==> config.mk <==
export PLATFORM = sky130hd
export DESIGN_NAME = uart_rx
export DESIGN_NICKNAME = d
export VERILOG_FILES = /design/src/rtl/uart_pkg.sv /design/src/rtl/uart_rx_sync.sv /design/src/rtl/uart_rx.sv
export SDC_FILE = /design/constraint.sdc
export NUM_CORES = 1
export LEC_CHECK = 0
export ABC_CLOCK_PERIOD_IN_PS = 4600
export BUFFER_PORTS_ARGS = -buffer_cell sky130_fd_sc_hd__buf_2
export CORE_AREA = 3 3 72 74
export DETAILED_ROUTE_END_ITERATION = 16
export DIE_AREA = 0 0 75 77
export GPL_ROUTABILITY_DRIVEN = 0
export GPL_TIMING_DRIVEN = 0
export PLACE_DENSITY = 0.88
export SLEW_MARGIN = 40
export SYNTH_ARGS = -nofsm -noshare
export SYNTH_HDL_FRONTEND = slang
export SYNTH_SLANG_ARGS = --single-unit
export TNS_END_PERCENT = 100
==> constraint.sdc <==
create_clock -name clk -period 4.6 [get_ports clk]
set_input_delay 0.69 -clock clk [delete_from_list [all_inputs] [get_ports clk]]
set_output_delay 0.69 -clock clk [all_outputs]
set_load 0.1 [all_outputs]
==> src/rtl/uart_pkg.sv <==
// rtl/uart_pkg.sv - shared UART state encodings and divisor width
package uart_pkg;

  localparam int BAUD_W = 16;

  typedef enum logic [2:0] {
    RX_IDLE   = 3'b000,
    RX_START  = 3'b001,
    RX_DATA   = 3'b010,
    RX_PARITY = 3'b011,
    RX_STOP   = 3'b100
  } rx_state_e;

  typedef enum logic [2:0] {
    TX_IDLE   = 3'b000,
    TX_START  = 3'b001,
    TX_DATA   = 3'b010,
    TX_PARITY = 3'b011,
    TX_STOP   = 3'b100
  } tx_state_e;

endpackage

==> src/rtl/uart_rx_sync.sv <==
// rtl/uart_rx_sync.sv - rxd synchroniser with falling-edge detect
module uart_rx_sync (
  input  logic clk,
  input  logic reset,
  input  logic rxd_in,
  output logic rxd_s,
  output logic fall_edge
);

  logic sync1_q, sync1_d;
  logic sync2_q, sync2_d;
  logic dly_q, dly_d;

  always_comb begin
    sync1_d = rxd_in;
    sync2_d = sync1_q;
    dly_d   = sync2_q;
  end

  // Idle line level is high, so reset to 1 to avoid a spurious start edge.
  always_ff @(posedge clk or posedge reset) begin
    if (reset) begin
      sync1_q <= 1'b1;
      sync2_q <= 1'b1;
      dly_q   <= 1'b1;
    end else begin
      sync1_q <= sync1_d;
      sync2_q <= sync2_d;
      dly_q   <= dly_d;
    end
  end

  assign rxd_s     = sync2_q;
  assign fall_edge = ~sync2_q & dly_q;

endmodule

==> src/rtl/uart_rx.sv <==
// rtl/uart_rx.sv - UART receiver: start detect, bit sampling, status flags
module uart_rx
  import uart_pkg::*;
#(
  parameter int D = 1
) (
  input  logic              clk,
  input  logic              reset,
  input  logic [BAUD_W-1:0] baud_rate_param,
  input  logic              parity_en,
  input  logic              parity_odd,
  input  logic              parity_mode,
  input  logic              big_endian,
  input  logic              uart_disable,
  input  logic              rxd_in,
  input  logic              rx_read,
  output logic [7:0]        rx_data,
  output logic              rx_rb8,
  output logic              parity_err,
  output logic              frame_err,
  output logic              overrun_err,
  output logic              rx_full,
  output logic              rx_irq,
  output logic [2:0]        rx_state
);

  // D is accepted for drop-in compatibility with uart_tx; no delays are modelled.
  if (D < 0) begin : g_neg_delay
  end

  logic rxd_s, fall_edge;

  uart_rx_sync u_sync (
    .clk       (clk),
    .reset     (reset),
    .rxd_in    (rxd_in),
    .rxd_s     (rxd_s),
    .fall_edge (fall_edge)
  );

  rx_state_e         state_q, state_d;
  logic [BAUD_W-1:0] count_q, count_d;
  logic [2:0]        bit_cnt_q, bit_cnt_d;
  logic [7:0]        sr_q, sr_d;
  logic              rb8_q, rb8_d;
  logic [7:0]        rx_data_q, rx_data_d;
  logic              rx_rb8_q, rx_rb8_d;
  logic              parity_err_q, parity_err_d;
  logic              frame_err_q, frame_err_d;
  logic              overrun_q, overrun_d;
  logic              rx_full_q, rx_full_d;
  logic              rx_irq_q, rx_irq_d;

  logic [BAUD_W-1:0] half;
  logic              at_bit_end;
  logic              done;
  logic              exp_par;

  assign half       = baud_rate_param >> 1;
  assign at_bit_end = (count_q == baud_rate_param);
  assign exp_par    = parity_odd ? ^sr_q : ~^sr_q;

  always_comb begin
    state_d   = state_q;
    count_d   = count_q;
    bit_cnt_d = bit_cnt_q;
    sr_d      = sr_q;
    rb8_d     = rb8_q;
    done      = 1'b0;

    case (state_q)
      RX_IDLE: begin
        count_d = '0;
        if (fall_edge) state_d = RX_START;
      end
      RX_START: begin
        if (count_q == half) begin
          count_d = '0;
          state_d = rxd_s ? RX_IDLE : RX_DATA;
        end else begin
          count_d = count_q + 16'd1;
        end
      end
      RX_DATA: begin
        if (at_bit_end) begin
          count_d   = '0;
          bit_cnt_d = bit_cnt_q + 3'd1;
          sr_d      = big_endian ? {sr_q[6:0], rxd_s} : {rxd_s, sr_q[7:1]};
          if (bit_cnt_q == 3'd7) state_d = parity_en ? RX_PARITY : RX_STOP;
        end else begin
          count_d = count_q + 16'd1;
        end
      end
      RX_PARITY: begin
        if (at_bit_end) begin
          count_d = '0;
          rb8_d   = rxd_s;
          state_d = RX_STOP;
        end else begin
          count_d = count_q + 16'd1;
        end
      end
      RX_STOP: begin
        if (at_bit_end) begin
          count_d = '0;
          done    = 1'b1;
          state_d = RX_IDLE;
        end else begin
          count_d = count_q + 16'd1;
        end
      end
      default: state_d = RX_IDLE;
    endcase

    if (uart_disable) begin
      state_d   = RX_IDLE;
      count_d   = '0;
      bit_cnt_d = '0;
      done      = 1'b0;
    end
  end

  always_comb begin
    rx_data_d    = rx_data_q;
    rx_rb8_d     = rx_rb8_q;
    parity_err_d = parity_err_q;
    frame_err_d  = frame_err_q;
    overrun_d    = overrun_q;
    rx_full_d    = rx_full_q;
    rx_irq_d     = 1'b0;

    // A read landing on the completion edge consumes the old character, so no overrun.
    if (done) begin
      rx_data_d    = sr_q;
      rx_rb8_d     = parity_en & rb8_q;
      frame_err_d  = ~rxd_s;
      parity_err_d = parity_en & ~parity_mode & (rb8_q != exp_par);
      rx_irq_d     = 1'b1;
      rx_full_d    = 1'b1;
      overrun_d    = ~rx_read & (overrun_q | rx_full_q);
    end else if (rx_read) begin
      rx_full_d = 1'b0;
      overrun_d = 1'b0;
    end
  end

  always_ff @(posedge clk or posedge reset) begin
    if (reset) begin
      state_q      <= RX_IDLE;
      count_q      <= '0;
      bit_cnt_q    <= '0;
      sr_q         <= '0;
      rb8_q        <= 1'b0;
      rx_data_q    <= '0;
      rx_rb8_q     <= 1'b0;
      parity_err_q <= 1'b0;
      frame_err_q  <= 1'b0;
      overrun_q    <= 1'b0;
      rx_full_q    <= 1'b0;
      rx_irq_q     <= 1'b0;
    end else begin
      state_q      <= state_d;
      count_q      <= count_d;
      bit_cnt_q    <= bit_cnt_d;
      sr_q         <= sr_d;
      rb8_q        <= rb8_d;
      rx_data_q    <= rx_data_d;
      rx_rb8_q     <= rx_rb8_d;
      parity_err_q <= parity_err_d;
      frame_err_q  <= frame_err_d;
      overrun_q    <= overrun_d;
      rx_full_q    <= rx_full_d;
      rx_irq_q     <= rx_irq_d;
    end
  end

  assign rx_data     = rx_data_q;
  assign rx_rb8      = rx_rb8_q;
  assign parity_err  = parity_err_q;
  assign frame_err   = frame_err_q;
  assign overrun_err = overrun_q;
  assign rx_full     = rx_full_q;
  assign rx_irq      = rx_irq_q;
  assign rx_state    = state_q;

endmodule
==> impl.org, run 1 <==
** Layout
- Non-Filler Cell Area, Final :: 3100 sq um
- The net count of the finished layout is 335.
- Final non-filler cell total :: 362
- Post-synthesis to final-layout area growth :: 14.0%
- At the end of the flow the core is filled with cells to 66.5%.
- The post-route netlist has 26.9% of its cells at a drive strength greater than 1.
- Counting the fill cells in the layout gives 350.
- Across the whole layout, storage elements account for 1200 sq um.
- Summing all multi-input logic gate instances after layout gives 1410 sq um.
- Antenna cell count :: 0

** Timing
- Relative slew slack :: 57.3%
- Final worst-path cycle share :: 54.7%
- The number of max-slew violations in the final report was 0.
- Clock skew :: 0.00848 ns
- Fmax achieved :: 397 MHz
- Setup repair after global routing left no endpoint under its margin.
- At the pin with the least slew margin, the transition time is 0.633 ns.
- Setup slack on the critical path of the routed design comes to 2.08 ns.
- Setup violations remaining at the end of the flow were counted as 0.
- Final sum of negative setup slack :: 0 ns
- The final hold violation count was 0.
- Counting I/O delays and the setup requirement, the final critical path takes 2.52 ns.
- The tightest hold path in the finished design has a slack of 0.278 ns.

** Clock tree
- Number of buffers created by CTS :: 5
- The clock net in this run drives a total of 48 sinks.
- CTS max path bufs :: 2
- Post-cts sizing count :: 0
- Number of post-CTS setup repair buffers :: 0
- Clock tree synthesis selected as its root buffer the cell sky130_fd_sc_hd__clkbuf_8.
- TritonCTS built the clock tree.
- After clock tree synthesis, the clock-pin slew on the worst setup and hold paths is 0.09 ns.
- Count of H-tree levels built during CTS :: 2
- Buffers inserted to repair hold after CTS numbered 0.
- Clk Latency, worst-skew pair :: 0.30 ns

** Detailed routing
- Number of remaining DRC errors :: 0
- For this block, the initial DRC count from the detailed router was 110.
- Antenna Violating Nets Remaining :: 0
- Detail-routed via count per cell :: 5.60
- Dividing the detail-routed wire length by the instance count gives 15.2 um.
- Detailed-router iteration count before antenna repair :: 4
- The routed design has 5520 um of wire.
- Detailed routing inserted a total of 2027 vias.

** Critical path
- At the worst endpoint, the arrival time is 2.72 ns.
- The worst setup path is captured at a flip-flop.
- Critical Path RT :: 4.80 ns
- Number of cell instances on the worst register-to-register path :: 7
- In this run the worst path has a maximum fanout of 9.
- Kind of critical path :: in -> reg
- Startpoint Class :: input pin

** Global route
- The layer flagged by global routing as most heavily used is met2.
- After global routing the overflow that remains totals 0.
- First-pass GRT wire length :: 9450 um
- Met3 layer usage reported by global route :: 4.06%
- The number of global-route vias before repair was 2021.
- Global routing used 20.9% of the available tracks across all layers.
- Met1 track utilization from global routing :: 27.3%
- The initial antenna violation count is 0.
- Largest net degree at the start of global routing :: 37
- For met2 alone, demand over resource in global routing was 33.6%.

** Die
- For this design the top-level I/O count stands at 42.
- The floorplan step defined a die boundary enclosing 5780 sq um.
- The core region is 4660 sq um.
- Site row count :: 25
- Die outline width :: 75 um
- The die is 77 um tall.
- The initial utilization of the core area, before any placement, comes to 58.3%.

** Logic synthesis
- The most common cell in the synthesized netlist is sky130_fd_sc_hd__dfrtp_1.
- The average instance in the mapped netlist occupies 10.4 sq um.
- Synth cell count leaders :: 45 x sky130_fd_sc_hd__dfrtp_1, 38 x sky130_fd_sc_hd__xnor2_1, 22 x sky130_fd_sc_hd__nand2_1, 22 x sky130_fd_sc_hd__nor2_1, 18 x sky130_fd_sc_hd__o21ai_0
- By area the synthesized netlist is led by sky130_fd_sc_hd__dfrtp_1 41%, sky130_fd_sc_hd__xnor2_1 12%, sky130_fd_sc_hd__mux2_2 4.1%.
- The mapped netlist covers 2720 sq um.
- Synthesis produced a netlist with a net count of 288.
- Counting flops with an async set or reset pin after synthesis yields a share of 100%.
- In this run, synthesis produced a sequential element count of 48.
- The synthesized design contains 0 enable-type register cells.
- Gate Count Post-Synth :: 260
- Of all cell types, the one taking the most synthesized area is sky130_fd_sc_hd__dfrtp_1.
- The synthesized netlist contains 47 unique library cells.
- For this run, the leading register cell type out of synthesis is sky130_fd_sc_hd__dfrtp_1.
- The Yosys step of the flow raised 0 warnings.
- Sequential cells were found to cover 44.4% of the synthesized design area.
- Of the post-synthesis cell area, the dominant cell type holds 41.5%.

** Power
- The analysis attributes to net switching a power of 0.272 mW.
- Clock group share of total power :: 30.4%
- Across the VDD grid, the largest voltage drop is 0.237 mV.
- Overall power consumption after layout is estimated at 0.887 mW.
- The internal portion of the total power is 0.615 mW.
- The analysis attributes to cell leakage a power of 1.43 nW.
- Sw frac :: 30.7%
- Power per cell area :: 286 nW/um^2
- Sequential group share of total power :: 50.3%
- Combinational cells account for 19.3% of the total power.

** Job
- The tool flagged a number of max-cap violations equal to 0.

** Placed design
- Input and output buffers added on the ports amount to 39.
- Post-Place Cells :: 354
- OpenSTA, run right after detailed placement, puts the worst setup slack at 1.79 ns.
- Placed inst area :: 3000 sq um
- After legalization and detailed placement, the total HPWL measured 4060 um.

** Hold path
- The min-delay analysis places its worst path in the category in -> async.

** Status
- The flow ran to the end, and the final reports show no timing, DRC or antenna violations.
worst paths after layout:
| path | from | endpoint | slack, ns |
|---|---|---|---|
| setup reg to reg | count_q[12] | rx_data[6] | 2.17 |
| setup / recovery | baud_rate_param[15] | rx_data[6] | 2.08 |
| min in group clk | u_sync.sync1_q | u_sync.rxd_s | 0.36 |
| max in group asynchronous | reset | u_sync.sync1_q | 3.83 |
| hold reg to reg | u_sync.sync1_q | u_sync.rxd_s | 0.36 |
| hold / removal | reset | parity_err | 0.28 |
sequential cells by signal (all words and copies together), names as in the netlist, 3 cells and up:
signal and count:
bit_cnt_q 3, rx_data 8, count_q 16, sr_q 8, rx_state 3
routing by layer:
metal | share of wire [%] | vias to the layer above
li1 | - | 987
met4 | 1.6 | 0
met2 | 50 | 46
met5 | 0 | -
met1 | 45 | 983
met3 | 3.7 | 11
cells by family after synthesis:
logic type      Yosys count  synth area share, %
compound gates           36                 8.11
fa+ha+maj                 3                 1.38
xor+xnor                 49                 17.0
buf+inv                  17                 3.64
simple gates             87                 17.6
flops                    48                 44.4
mux                      20                 7.83
critical path: stages:
cell                      delay (ns)
sky130_fd_sc_hd__buf_2          0.12
sky130_fd_sc_hd__xnor2_1        0.27
sky130_fd_sc_hd__nand4_2        0.16
sky130_fd_sc_hd__nor4_4         0.55
sky130_fd_sc_hd__nand3_2        0.31
sky130_fd_sc_hd__inv_2          0.26
sky130_fd_sc_hd__mux2_2         0.36
cell usage in the layout (no fill, tap or decap), types with 5 or more instances in the layout:
cell type and instances:
sky130_fd_sc_hd__mux2i_1 10, sky130_fd_sc_hd__xnor2_1 38, sky130_fd_sc_hd__xor2_1 8, sky130_fd_sc_hd__o21ai_0 18
sky130_fd_sc_hd__clkbuf_8 6, sky130_fd_sc_hd__buf_2 43, sky130_fd_sc_hd__nand4_1 9, sky130_fd_sc_hd__dfrtp_1 45
sky130_fd_sc_hd__nand2_1 22, sky130_fd_sc_hd__mux2_2 10, sky130_fd_sc_hd__nand2b_1 5, sky130_fd_sc_hd__nor2_1 22
power by group through the flow:
| stage | clock network [mW] | registers [mW] | logic [mW] |
|---|---|---|---|
| finish | 0.270 | 0.446 | 0.171 |
| global placement | 0 | 0.453 | 0.162 |
| floorplan | 0 | 0.482 | 0.0963 |
| CTS | 0.271 | 0.445 | 0.171 |
| global route | 0.293 | 0.449 | 0.186 |
| detailed placement | 0 | 0.453 | 0.169 |
layout make-up:
cell class                      instances  share of cell area, %
Multi-Input combinational cell        195                   45.6
Clock inverter                          2                  0.444
Buffer                                 13                   2.71
Timing Repair Buffer                   40                   6.95
Tap cell                               54                   2.18
Inverter                                4                  0.565
Sequential cell                        48                   38.9
Clock buffer                            6                   2.67
Power figures use the tool's default switching activity.
==> run 2: changes to the inputs <==
Settings changed: ABC_CLOCK_PERIOD_IN_PS 4600 to 2500, CORE_AREA 3 3 72 74 to 3 3 74 76, DIE_AREA 0 0 75 77 to 0 0 77 79, PLACE_DENSITY 0.88 to 0.84.
Clock period 4.6 ns to 2.5 ns, I/O delays scaled along.
==> run 2 against run 1 <==
  * Clock power increased by 150%
  * Total power increased by 100%
  * Sequential share of layout area decreased by 0.92 points
  * Via count increased by 0.64%
  * Wire length increased by 1.5%
  * Setup slack got worse by 1.9 ns
  * Core utilization decreased by 0.17 points
  * Register-to-register slack got worse by 2.0 ns
  * Die area increased by 5.3%
  * Critical path type is now reg -> reg
==> impl.org, run 2 (synthesis gave the netlist of run 1 again) <==
** Layout
- Final nets :: 337 (was 335)
- Largest Register :: count_q (unchanged)
- The area taken by flip-flops and latches came to 1200 sq um (unchanged).
- Most frequent cells in the layout: 45 x sky130_fd_sc_hd__dfrtp_1, 43 x sky130_fd_sc_hd__buf_2, 38 x sky130_fd_sc_hd__xnor2_1 (unchanged).
- The post-layout instance area was 3170 sq um (was 3100 sq um).
- Max reg flops :: 16 (unchanged)
- Share of cells above drive strength 1 :: 27.1% (was 26.9%)
- The diode insertion count for antenna repair came to 0 (unchanged).
- The final cell count without fillers came to 377 (was 362).
- Filler cells :: 378 (was 350)
- The multi-input combinational cell area is 1410 sq um (unchanged).
- Post-synthesis to final-layout area growth :: 16.8% (was 14.0%)
- Most common cell after layout, fill and taps aside :: sky130_fd_sc_hd__dfrtp_1 (unchanged)

** Detailed routing
- The met2 wire length is 2730 um (was 2740 um).
- The post-route antenna net violation count came to 0 (unchanged).
- The DRC violations left came to 0 (unchanged).
- The number of detailed-route iterations in the first pass is 4 (unchanged).
- Vias :: 2040 (was 2027)
- Met3 WL :: 198 um (was 202 um)
- The routed length per placed instance was 14.8 um (was 15.2 um).
- Detail-routed via count per cell :: 5.41 (was 5.60)
- Metal-1 WL :: 2550 um (was 2490 um)
- The wire length after detailed routing is 5600 um (was 5520 um).
- Iteration-0 DRC Markers :: 102 (was 110)
- The highest metal layer with signal wires is met4 (unchanged).

** Placed design
- The number of cells in the design after placement was 367 (was 354).
- Placed inst area :: 3020 sq um (was 3000 sq um)
- Post-Place Setup Slack :: 0.0320 ns (was 1.79 ns)
- Number of input and output port buffers inserted :: 39 (unchanged)
- The detailed placer's ending HPWL is 4110 um (was 4060 um).

** Hold path
- Min-Delay Path Depth :: 1
- Worst min path class :: in -> reg (was in -> async)

** Clock tree
- The TritonCTS clock tree is built (unchanged).
- The maximum buffer depth of the clock tree came to 2 (unchanged).
- CTS clock-pin slew for the worst setup and hold paths :: 0.09 ns (about the same)
- Count of H-tree levels built during CTS :: 2 (unchanged)
- The post-cts gate resize count came to 0 (unchanged).
- The CTS sink count came to 48 (unchanged).
- Root buffer selected by CTS :: sky130_fd_sc_hd__clkbuf_8 (unchanged)
- Number of buffers created by CTS :: 5 (unchanged)
- Clk Latency, worst-skew pair :: 0.31 ns (was 0.30 ns)

** Power
- The maximum vdd ir drop was 0.364 mV (was 0.237 mV).
- Net switching component of the power :: 0.493 mW (was 0.272 mW)
- Portion of total power attributed to combinational logic :: 17.3% (was 19.3%)
- Power per cell area :: 568 nW/um^2 (was 286 nW/um^2)
- Leak Pwr :: 1.46 nW (was 1.43 nW)
- Clock group share of total power :: 37.2% (was 30.4%)
- The internal power came to 1.31 mW (was 0.615 mW).
- The sequential share of power was 45.5% (was 50.3%).
- The net switching fraction of the power was 27.4% (was 30.7%).

** Timing
- Final worst-path cycle share :: 94.2%
- Worst-case setup margin in the final layout :: 0.145 ns (was 2.08 ns)
- Fmax achieved :: 425 MHz
- Period minus WS final :: 2.36 ns
- Final slew viol count :: 0 (unchanged)
- The final hold violation count is 0 (unchanged).
- Clock skew :: 0.0124 ns (was 0.00848 ns)
- The setup-violating endpoint count in the final report came to 0 (unchanged).
- Slew at the pin closest to its max-slew limit :: 0.606 ns (was 0.633 ns)
- Relative slew slack :: 59.2% (was 57.3%)

** Die
- Site row count :: 25 (unchanged)
- Die outline width :: 77 um (was 75 um)
- Ports placed on the boundary :: 42 (unchanged)
- The initial core utilization was 56.8% (was 58.3%).
- The area of the core came to 4790 sq um (was 4660 sq um).
- The die area is 6080 sq um (was 5780 sq um).
- Vertical die dimension :: 79 um (was 77 um)

** Global route
- GRT Resource Usage Total :: 19.7% (was 20.9%)
- Antenna violations before repair :: 0 (unchanged)
- Remaining global-route overflow :: 0 (unchanged)
- Largest net degree at the start of global routing :: 36 (was 37)
- First-pass GRT wire length :: 9470 um (was 9450 um)
- The number of global-route vias before repair is 2021 (unchanged).

** Status
- Result of the run :: completed (unchanged)

** Critical path
- Maximum fanout along the worst path :: 9 (unchanged)
- Kind of critical path :: reg -> reg (was in -> reg)
- Worst Setup End Kind :: flip-flop (unchanged)
- Critical Path RT :: 2.69 ns (was 4.80 ns)
- Startpoint Class :: flip-flop (was input pin)
- Number of cell instances on the worst register-to-register path :: 8 (was 7)
- CP arrival :: 2.55 ns (was 2.72 ns)

** Job
- Number of max-cap violations :: 0 (unchanged)
==> run 2: critical path, stage by stage (launching register included) <==
cell	delay (ns)
sky130_fd_sc_hd__dfrtp_1	0.33
sky130_fd_sc_hd__clkbuf_1	0.30
sky130_fd_sc_hd__xnor2_1	0.16
sky130_fd_sc_hd__nand4_1	0.16
sky130_fd_sc_hd__nor4_4	0.29
sky130_fd_sc_hd__buf_4	0.20
sky130_fd_sc_hd__nand3_2	0.21
sky130_fd_sc_hd__inv_2	0.24
sky130_fd_sc_hd__mux2_2	0.35
==> run 2: power groups by stage <==
stage	logic, mW	clock network, mW	registers (mW)
finish	0.311	0.671	0.820
global route	0.340	0.709	0.824
CTS	0.312	0.682	0.820
detailed placement	0.309	0	0.835
global placement	0.300	0	0.834
floorplan	0.177	0	0.886
==> run 2: final cells by class <==
type                       instances  area share [%]
clock inverter                     3            2.17
tap                               67            2.64
clock buffer                       5            2.17
sequential                        48            38.0
timing repair buffer              42            7.33
multi-input combinational        195            44.5
inverter                           4           0.552
buffer                            13            2.64
==> run 2: stage by stage <==
step           hold WS (ns)  total power [mW]  util (%)  TNS (ns)
3_5_place_dp          0.314              1.14      63.1         0
2_1_floorplan         0.345              1.06         -         0
6_report              0.165              1.80      66.3         0
3_3_place_gp          0.345              1.13      62.6         0
4_1_cts               0.154              1.81      66.1         0
5_1_grt               0.155              1.87      66.3    -0.186
==> run 2: final timing paths <==
path	from	end	slack, ns
setup / recovery	count_q[7]	rx_data[0]	0.14
hold / removal	rxd_in	u_sync.sync1_q	0.16
setup reg to reg	count_q[7]	rx_data[0]	0.14
hold reg to reg	u_sync.sync1_q	u_sync.rxd_s	0.36
max in group asynchronous	reset	u_sync.dly_q	1.47
min in group asynchronous	reset	count_q[15]	0.53
==> run 2: routing by layer <==
metal  vias to the layer above  GRT usage, %
li1                        995             -
met1                       993          25.9
met2                        41          33.0
met3                        11          3.29
met4                         0          6.94
met5                         -             0
==> run 2: repair_timing <==
action	4_1_cts	5_1_grt
endpoints found under the hold margin	13	0
setup buffers	0	1
endpoints found under the setup margin	0	9
hold buffers	1	0
==> run 3: changes to the inputs <==
Settings changed: CORE_AREA 3 3 74 76 to 3 3 87 89, DIE_AREA 0 0 77 79 to 0 0 90 92, PLACE_DENSITY 0.84 to 0.65.
==> run 3 against run 2 <==
  * Setup slack got worse by 0.020 ns
  * Non-clock buffer count is 1 higher
  * Critical path depth decreased by 1
  * Clock skew is 0.0028 ns lower
  * Combinational power barely moved
  * Hold slack better by 0.0033 ns
  * Core utilization shrank 20 points
  * Die area increased by 36%
  * Largest cell class unchanged
==> impl.org, run 3 (synthesis gave the netlist of run 1 again) <==
** Status
- Result of the run: completed (unchanged).

** Placed design
- The post-place instance area came to 3050 sq um (was 3020 sq um).
- The detailed placer's ending HPWL came to 4130 um (was 4110 um).
- The number of cells in the design after placement is 396 (was 367).
- Number of input and output port buffers inserted :: 39 (unchanged)
- The pre-CTS worst setup slack is -0.0231 ns (was 0.0320 ns).

** Clock tree
- The TritonCTS clock tree is built (unchanged).
- Clk Latency, worst-skew pair :: 0.30 ns (was 0.31 ns)
- The post-cts gate resize count is 0 (unchanged).
- Number of buffers created by CTS :: 5 (unchanged)
- Clock sinks :: 48 (unchanged)
- CTS clock-pin slew for the worst setup and hold paths :: 0.09 ns (about the same)
- The buffer type at the clock tree root is sky130_fd_sc_hd__clkbuf_8 (unchanged).
- The maximum buffer depth of the clock tree was 2 (unchanged).
- Count of H-tree levels built during CTS :: 2 (unchanged)

** Detailed routing
- The wire length after detailed routing is 5490 um (was 5600 um).
- The initial detailed-routing violation count came to 78 (was 102).
- The number of detailed-route iterations in the first pass came to 4 (unchanged).
- Number of remaining DRC errors :: 0 (unchanged)
- The routed length per placed instance was 13.5 um (was 14.8 um).
- The via total after detailed routing is 2021 (was 2040).
- The post-route antenna net violation count came to 0 (unchanged).
- The post-detailed-route via-to-cell ratio was 4.97 (was 5.41).

** Critical path
- Worst setup startpoint :: count_q[11] (was count_q[7])
- The cell with the biggest individual delay on the critical path is sky130_fd_sc_hd__or4_1 (was sky130_fd_sc_hd__mux2_2).
- Cell type group with the largest total delay on the critical path :: simple AND/OR/NAND/NOR gates (was buffers and inverters)
- The cell depth of the worst setup path was 7 (was 8).
- The count of buffering cells on the critical path with inverters included was 1 (was 3).
- The depth of the most critical reg-to-reg path came to 7 (was 8).
- Maximum fanout along the worst path :: 7 (was 9)
- Ordered cell list for the critical path :: buf_6 > xor2_1 > or4_1 > nor4_2 > nor4b_1 > nor3_1 > mux2_2 (was clkbuf_1 > xnor2_1 > nand4_1 > nor4_4 > buf_4 > nand3_2 > inv_2 > mux2_2)
- The type of destination of the critical path is a flip-flop (unchanged).
- The path type of the worst setup path is reg -> reg (unchanged).
- Critical Path RT :: 2.69 ns (about the same)
- CP arrival :: 2.56 ns (was 2.55 ns)
- Startpoint of the worst-slack reg-to-reg timing path :: count_q[11] (was count_q[7])
- Startpoint Class :: flip-flop (unchanged)
- CP max stage delay :: 0.53 ns (was 0.35 ns)

** Layout
- The final cell count without fillers was 407 (was 377).
- Share of cells above drive strength 1 :: 27.3% (was 27.1%)
- The diode insertion count for antenna repair is 0 (unchanged).
- Post-synthesis to final-layout area growth :: 16.9% (was 16.8%)
- The post-layout instance area is 3180 sq um (was 3170 sq um).
- The final net count was 338 (was 337).
- The leading cell type in the layout, fill and taps excluded is sky130_fd_sc_hd__dfrtp_1 (unchanged).
- Largest Register :: count_q (unchanged)
- Most frequent cells in the layout: 45 x sky130_fd_sc_hd__dfrtp_1, 43 x sky130_fd_sc_hd__buf_2, 38 x sky130_fd_sc_hd__xnor2_1 (unchanged).
- Max reg flops :: 16 (unchanged)
- Utilization after layout :: 46.5% (was 66.3%)
- Filler cells :: 671 (was 378)

** Hold path
- The path category of the worst min-delay check was in -> reg (unchanged).
- Min-Delay Startpoint :: rxd_in (unchanged)
- The number of cells on the worst hold path is 1 (unchanged).

** Timing
- The worst relative slew slack was 60.8% (was 59.2%).
- Setup repair after global routing left no endpoint under its margin.
- Final worst-path cycle share :: 95.0% (was 94.2%)
- The setup total negative slack was 0 ns (unchanged).
- Final slew viol count :: 0 (unchanged)
- Worst-case hold slack :: 0.168 ns (was 0.165 ns)
- The worst setup skew after layout was 0.00953 ns (was 0.0124 ns).
- Period minus WS final :: 2.38 ns (was 2.36 ns)
- The worst-margin pin slew came to 0.581 ns (was 0.606 ns).
- The fmax was 421 MHz (was 425 MHz).
- The setup-violating endpoint count in the final report is 0 (unchanged).
- Final count of hold timing violations :: 0 (unchanged)
- Worst-case setup margin in the final layout :: 0.125 ns (was 0.145 ns)

** Job
- The number of max-cap violations was 0 (unchanged).

** Global route
- Antenna violations before repair :: 0 (unchanged)
- GRT Resource Usage Total :: 13.9% (was 19.7%)
- The first-pass GRT wire length is 9430 um (was 9470 um).
- Vias in the first global route :: 1975 (was 2021)
- The sum of overflow across all layers after global routing came to 0 (unchanged).
- The pin count of the biggest net entering global routing is 39 (was 36).

** Die
- Die outline width :: 90 um (was 77 um)
- Core Area :: 6830 sq um (was 4790 sq um)
- Vertical die dimension :: 92 um (was 79 um)
- The die area is 8280 sq um (was 6080 sq um).
- The top-level I/O count is 42 (unchanged).
- Site row count :: 30 (was 25)
- Starting density of the core :: 39.8% (was 56.8%)

** Power
- The net switching fraction of the power is 30.3% (was 27.4%).
- Worst vdd rail ir drop :: 0.270 mV (was 0.364 mV)
- The internal power is 1.13 mW (was 1.31 mW).
- Power per cell area :: 512 nW/um^2 (was 568 nW/um^2)
- The static leakage is 1.45 nW (was 1.46 nW).
- The sequential share of power was 50.4% (was 45.5%).
- Clock group share of total power :: 30.5% (was 37.2%)
- The sum of internal, switching and leakage power is 1.62 mW (was 1.80 mW).
- The switching power came to 0.493 mW (about the same).
- Portion of total power attributed to combinational logic :: 19.1% (was 17.3%)
## run 3: cell count changes in the layout (fill, tap and decap cells not counted)
| cell | before | now |
|---|---|---|
| sky130_fd_sc_hd__clkbuf_8 | 5 | 6 |
| sky130_fd_sc_hd__bufinv_16 | 2 | 0 |
| sky130_fd_sc_hd__clkinv_2 | 0 | 1 |
| sky130_fd_sc_hd__buf_4 | 1 | 2 |
## run 3: path summary, 6_finish.rpt
check | endpoint | slack, ns
max | rx_state[2] | 0.12
min | u_sync.sync1_q | 0.17
max reg2reg | rx_state[2] | 0.12
min reg2reg | u_sync.rxd_s | 0.36
max in group asynchronous | u_sync.sync1_q | 1.48
min in group asynchronous | count_q[15] | 0.52
## run 3: layout make-up
type	instances	area [sq um]	area share (%)
Timing Repair Buffer	43	240	7.56
Tap cell	96	120	3.78
Multi-Input combinational cell	195	1410	44.5
Sequential cell	48	1200	37.9
Clock inverter	2	13.8	0.433
Inverter	4	17.5	0.552
Buffer	13	83.8	2.64
Clock buffer	6	82.6	2.60
## run 3: power by group through the flow
stage / clock network (mW) / registers [mW] / logic (mW)
3_3_place_gp: 0 / 0.835 / 0.306
3_5_place_dp: 0 / 0.835 / 0.311
5_1_grt: 0.541 / 0.823 / 0.341
2_1_floorplan: 0 / 0.886 / 0.177
4_1_cts: 0.513 / 0.820 / 0.314
6_report: 0.495 / 0.819 / 0.311
## run 3: worst register-to-register path: cells and delay by family, from the launching register on
kind | cells | cell delay, ns
XOR/XNOR | 1 | 0.15
buffers and inverters | 1 | 0.14
flip-flops | 1 | 0.38
multiplexers | 1 | 0.36
AND/OR/NAND/NOR | 4 | 1.23
## run 3: layer usage
layer  GRT usage (%)  vias to the layer above  routed length, um
li1                -                      990                  -
met1            19.3                      975               2710
met2            21.5                       49               2410
met3            3.36                        7                279
met4            4.34                        0                 85
met5               0                        -                  0
## run 3: what timing repair did
item / in CTS / in global routing
buffers inserted: 0 / 2
endpoints found under the hold margin: 10 / 0
hold buffers: 1 / 0
endpoints found under the setup margin: 0 / 14
